### src/rtl/rd_score_collect.sv
// Collects per-mode cost records, computes the RD score in a two-stage pipe and
// banks it into one of NUM_MODES slots presented to the argmin selector.
module rd_score_collect #(
   parameter int          NUM_MODES     = 10,
   parameter int          RD_DISTO_MULT = 256,
   parameter logic [63:0] SCORE_MAX     = 64'h7FFF_FFFF_FFFF_FFFF
) (
   input  logic               clk,
   input  logic               rst,
   input  logic               start,
   input  logic [15:0]        lambda,
   input  logic               in_valid,
   output logic               in_ready,
   input  logic [3:0]         in_mode,
   input  logic [31:0]        in_d,
   input  logic [31:0]        in_sd,
   input  logic [15:0]        in_r,
   input  logic [15:0]        in_h,
   output logic signed [63:0] score0,
   output logic signed [63:0] score1,
   output logic signed [63:0] score2,
   output logic signed [63:0] score3,
   output logic signed [63:0] score4,
   output logic signed [63:0] score5,
   output logic signed [63:0] score6,
   output logic signed [63:0] score7,
   output logic signed [63:0] score8,
   output logic signed [63:0] score9,
   output logic               out_valid,
   input  logic               out_ready,
   output logic               busy,
   output logic               err
);

   localparam int                   DISTO_SH = $clog2(RD_DISTO_MULT);
   localparam logic [NUM_MODES-1:0] FULL     = '1;

   typedef enum logic [1:0] {IDLE, COLLECT, DRAIN, HOLD} state_t;

   state_t               state_q, state_d;
   logic [15:0]          lambda_q, lambda_d;
   logic [NUM_MODES-1:0] mask_q, mask_d, mode_oh;
   logic                 s1_vld_q, s1_vld_d;
   logic [16:0]          rh_q, rh_d;
   logic [32:0]          dsd_q, dsd_d;
   logic [3:0]           s1_mode_q, s1_mode_d;
   logic                 err_q, err_d;
   logic signed [63:0]   score_q [NUM_MODES];
   logic signed [63:0]   score_d [NUM_MODES];
   logic                 accept, legal, take;
   logic [63:0]          new_score;

   always_comb begin
      in_ready  = (state_q == COLLECT) && (mask_q != FULL);
      accept    = in_valid && in_ready;
      legal     = int'(in_mode) < NUM_MODES;
      mode_oh   = legal ? (NUM_MODES'(1) << in_mode) : '0;
      take      = accept && legal && ((mask_q & mode_oh) == '0);
      // Operands are all unsigned and the sum stays below 2^42, so no saturation.
      new_score = 64'(rh_q) * 64'(lambda_q) + (64'(dsd_q) << DISTO_SH);
   end

   always_comb begin
      state_d   = state_q;
      lambda_d  = lambda_q;
      mask_d    = take ? (mask_q | mode_oh) : mask_q;
      err_d     = accept && !take;
      s1_vld_d  = take;
      rh_d      = {1'b0, in_r} + {1'b0, in_h};
      dsd_d     = {1'b0, in_d} + {1'b0, in_sd};
      s1_mode_d = in_mode;
      score_d   = score_q;
      if (s1_vld_q) score_d[s1_mode_q] = new_score;

      case (state_q)
         IDLE: if (start) begin
            state_d  = COLLECT;
            lambda_d = lambda;
            mask_d   = '0;
            for (int i = 0; i < NUM_MODES; i++) score_d[i] = SCORE_MAX;
         end
         COLLECT: if (mask_d == FULL) state_d = DRAIN;
         // Only stage 1 can still hold a record; stage 2 is the slot write itself.
         DRAIN:   if (!s1_vld_q) state_d = HOLD;
         HOLD:    if (out_ready) state_d = IDLE;
         default: state_d = IDLE;
      endcase
   end

   always_ff @(posedge clk) begin
      if (rst) begin
         state_q   <= IDLE;
         lambda_q  <= '0;
         mask_q    <= '0;
         s1_vld_q  <= 1'b0;
         rh_q      <= '0;
         dsd_q     <= '0;
         s1_mode_q <= '0;
         err_q     <= 1'b0;
         for (int i = 0; i < NUM_MODES; i++) score_q[i] <= SCORE_MAX;
      end else begin
         state_q   <= state_d;
         lambda_q  <= lambda_d;
         mask_q    <= mask_d;
         s1_vld_q  <= s1_vld_d;
         rh_q      <= rh_d;
         dsd_q     <= dsd_d;
         s1_mode_q <= s1_mode_d;
         err_q     <= err_d;
         score_q   <= score_d;
      end
   end

   assign out_valid = (state_q == HOLD);
   assign busy      = (state_q != IDLE);
   assign err       = err_q;

   assign score0 = score_q[0];
   assign score1 = score_q[1];
   assign score2 = score_q[2];
   assign score3 = score_q[3];
   assign score4 = score_q[4];
   assign score5 = score_q[5];
   assign score6 = score_q[6];
   assign score7 = score_q[7];
   assign score8 = score_q[8];
   assign score9 = score_q[9];

endmodule
### config.mk
export PLATFORM = sky130hd
export DESIGN_NAME = rd_score_collect
export DESIGN_NICKNAME = d
export VERILOG_FILES = /design/src/rtl/rd_score_collect.sv
export SDC_FILE = /design/constraint.sdc
export NUM_CORES = 2
export LEC_CHECK = 0
export CAP_MARGIN = 20
export CORE_MARGIN = 2
export CORE_UTILIZATION = 35
export DETAILED_ROUTE_END_ITERATION = 10
export PLACE_DENSITY_LB_ADDON = 0.15
export SYNTH_ARGS = -nofsm -noshare
export SYNTH_HDL_FRONTEND = slang
export SYNTH_SLANG_ARGS = --single-unit
### constraint.sdc
create_clock -name clk -period 8.2 [get_ports clk]
set_clock_uncertainty 0.05 [all_clocks]
set_input_delay 1.64 -clock clk [delete_from_list [all_inputs] [get_ports clk]]
set_output_delay 1.64 -clock clk [all_outputs]
set_load 0.1 [all_outputs]
==> summary.md <==
| Metric | Value |
|---|---|
| Run status | completed |
| Arrival time at the worst endpoint | 7.70 ns |
| Internal power component | 7.02 mW |
| Ys Warns | 0 |
| Worst setup timing slack at the placement stage | 0.971 ns |
| Max-Cap Viols | 0 |
| Startpoint of the most critical register-to-register path | rh_q[9] |
| Crit path cell chain | nand2_1 > fa_1 > fa_1 > fa_1 > fa_1 > inv_1 > fa_1 > inv_1 > fa_1 > inv_1 > ha_1 > and4_1 > a21oi_1 > o21ai_0 > o21ai_0 > o21ai_2 > buf_4 > a32o_1 > o22ai_1 > xor2_2 > o21ai_0 |
| Floorplan Core Area | roughly 100000 µm² |
| Number of nets in the finished design | 5225 |
| Type of the worst min-delay path | reg2reg |
| Power density cells | 251 nW/µm² |
| Max-slew violation count | 0 |
| Global routing usage on met2 | 0.421 |
| Detailed router's first-iteration violation count | 2207 |
| Floorplan row count | between 100 and 150 |
| Yosys top cell by area | dfxtp_1 |
| LEAKAGE | about 22 nW |
| Fraction of final layout cells sized beyond drive strength 1 | 0.0646 |
| Top-area cell type share of the netlist area | 0.407 |
| Antenna viol nets, final | 0 |
| DP Wirelength | 100 mm |
| Sequential area share after synthesis | 0.407 |
| Commonest register cell after synthesis | dfxtp_1 |
| Async S/R FF share, synth | 0 |
| Overall Global Routing Usage | 0.252 |
| Quantity of gates resized following cts | 0 |
| Utilization of the core after routing | 0.474 |
| Post-Syn Area per Cell | about 8.8 µm² |
| Net load switching power | between 4 and 5 mW |
| Actual slew at the worst max-slew pin | roughly 1.2 ns |
| Endpoint with the worst hold slack | score2[58] |
| Critical path startpoint | rh_q[9] |
| Routed WL per cell | ~22 µm |
| GPL Wtd Cong | 0.865 |
| CP Class | reg2reg |
| Die Area | 104000 µm² |
| Power share of the clock group | 0.318 |
| Most repeated library cell on the critical path | fa_1 |
| Net Sw Frac | 0.413 |
| Ranking of synthesized cells by instance count | nand2_1 (987), dfxtp_1 (724), inv_1 (369), clkbuf_1 (251), fa_1 (235) |
| FMAX | 138 MHz |
| Clock net sink count | 724 |
| Post-CTS clock slew at the launch and capture registers of the worst setup and hold paths | approximately 0.06 ns |
| Startpoint of the most critical hold path | score2[58] |
| Flop2flop setup slack | 0.95 ns |
| Most used routing layer in global routing | met2 |
| Via count of the first global-routing pass | between 20000 and 30000 |
| Post-Synthesis Cell Area | 35600 µm² |
| Clock Tree Buf Depth | 3 |
| VDD IR max | 0.334 mV |
| Max FO, Critical Path | 16 |
| Worst slew margin relative to its limit | 0.204 |
| CP startpoint kind | flop |
| Sequential fraction of design power | 0.312 |
| Later-pin clock latency in the skew report | 0.68 ns |
| Count of cells along the worst hold path | 2 |
| Flip-flop and latch count after synthesis | 724 |
| I/O pin count | 765 |
| Setup repair after global routing missed its margin | no |
| Global Route met3 Usage | 0.0753 |
| Maximum level of the CTS H-tree | 3 |
| Area grow syn2layout | 33.8% |
| Number of distinct standard cells referenced by the synthesized netlist | 78 |
| Die boundary width | between 300 and 400 µm |
| Num CTS Buffers | 83 |
| Worst Setup End Kind | flop |
| Vias per cell | roughly 4.9 |
| Proportion of power drawn by combinational gates | 0.370 |
| Net count after synthesis | 4567 |
| Number of endpoints with negative hold slack in the final report | 0 |
| Post-synthesis cell count | just over 4000 |
| Post-route setup TNS | 0 ns |
| Number of placed instances with taps included | 5974 |
| Worst Slack Setup Final | between 0.9 and 1 ns |
| Total routed wirelength | around 130 mm |
| Met1 track demand over resource in global routing | 0.316 |
| Initial standard-cell utilization of the core | 0.354 |
| Antenna violations before repair | 6 |
| Count of unresolved DRC violations after routing | 0 |
| Power after layout | around 12 mW |
| Count of buffers from port buffering | roughly 760 |
| Count of flip-flops with a built-in enable after synthesis | 0 |
| Leading cell type by number of instances after synthesis | nand2_1 |
| Maximum number of pins on one net before global-route repair | 144 |
| Number of buffers inserted by hold repair at cts | 0 |
| Root buffer selected by CTS | clkbuf_16 |
| TritonRoute pass-1 iters | 5 |
| Final setup violation count | 0 |
| Crit share post-route | 0.884 |
| Required time reported for the critical path endpoint | between 8 and 9 ns |
| Total vias in the final route | 30323 |
| End of the worst register-to-register path | score9[36] |
| Crit path largest cell delay | roughly 0.77 ns |
| Residual overflow from global routing | 0 |
| Die Y | 323 µm |
| First-pass GRT wire length | 194 mm |
| Leading post-synthesis cells by cell area | dfxtp_1 (41%), fa_1 (13%), nand2_1 (10%) |
| Number of cells on the worst reg-to-reg path | 21 |
| Clock period minus worst slack | 7.25 ns |
| Cell with the biggest individual delay on the critical path | dfxtp_1 |
| Clock tree from TritonCTS | done |
| Number of cells in the finished layout apart from fillers | between 6000 and 7000 |
| Buffers inserted during post-CTS setup optimization | 0 |
cell type report:
type | count | area [µm²]
antenna | 2 | 5.00
clock buffer | 119 | 2390
clock inverter | 30 | 413
fill | 9699 | 52800
inverter | 369 | 1390
multi-input combinational | 2691 | 19000
sequential | 724 | 14500
tap | 1357 | 1700
timing repair buffer | 834 | 8220
cell usage in the layout, fill, tap and decap left out, types with 14 or more instances in the layout:
cell	Yosys	layout
nand2_1	987	982
clkdlybuf4s50_1	0	737
dfxtp_1	724	724
inv_1	369	369
fa_1	235	235
o211ai_1	221	221
a21oi_1	197	197
ha_1	166	166
and2_1	139	139
o21ai_0	108	105
nor2_1	108	102
nand3_1	103	100
buf_4	0	88
clkbuf_16	0	83
nor3_1	56	56
a21o_1	26	26
o21ai_1	24	26
nor2b_1	20	20
and3_1	19	19
o311a_1	19	19
nand3b_1	19	19
or3_1	18	18
xor2_1	27	18
clkbuf_8	0	18
clkbuf_1	251	18
a31oi_1	14	14
xnor2_2	1	14
xnor2_1	27	14
stage by stage:
step / area (µm²) / hold WS [ns]
2_1_floorplan: 35600 / 0.414
3_3_place_gp: 44700 / 0.379
3_5_place_dp: 44800 / 0.382
4_1_cts: 47600 / 0.391
5_1_grt: 47600 / 0.403
6_report: 47600 / 0.387
registers in the layout, summed over array words and instances, names as in the netlist, 17 cells and up:
signal / flops
score8: 64
score3: 64
score1: 64
score5: 64
score4: 64
score7: 64
score9: 64
rh_q: 17
score6: 64
dsd_q: 33
score2: 64
score0: 64
cell families after synthesis:
kind of cell / share of synthesized area
buffers and inverters: 0.0667
muxes: 0.00327
xor gates and xnor gates: 0.0147
adders and majority gates: 0.190
AOI/OAI and AO/OA: 0.131
and+or+nand+nor: 0.187
DFF: 0.407
critical path: cells and delay by family (launching register included):
kind                     cells  cell delay, ns
AO/OA/AOI/OAI                7            1.52
XOR/XNOR                     1            0.57
adder cells (fa/ha/maj)      7            3.45
buffers and inverters        4            0.35
flip-flops                   1            0.77
AND/OR/NAND/NOR              2            0.38
worst max path at each step:
| stage | to | slack [ns] | depth (start not counted) |
|---|---|---|---|
| floorplan | score1[32] | 1.81 | 22 |
| global placement | score9[36] | 1.08 | 22 |
| detailed placement | score6[36] | 0.97 | 21 |
| CTS | score9[36] | 0.96 | 21 |
| global route | score1[36] | 0.58 | 21 |
| finish | score9[36] | 0.95 | 21 |
power by group through the flow:
| stage | Combinational [mW] | Clock [mW] | Sequential (mW) |
|---|---|---|---|
| final | 4.42 | 3.81 | 3.74 |
| after global placement | 4.48 | 0 | 3.81 |
| after CTS | 4.51 | 3.89 | 3.73 |
| after global routing | 4.81 | 4.03 | 3.75 |
| after floorplan | 2.26 | 0 | 3.84 |
| after detailed placement | 4.49 | 0 | 3.81 |
per-layer routing:
metal  wire length, µm  part of all wire
met1             56000              0.42
met2             63500              0.47
met3             11400             0.084
met4              3890             0.029
met5                11          0.000082
No activity file was read; power rests on OpenSTA's default activity.
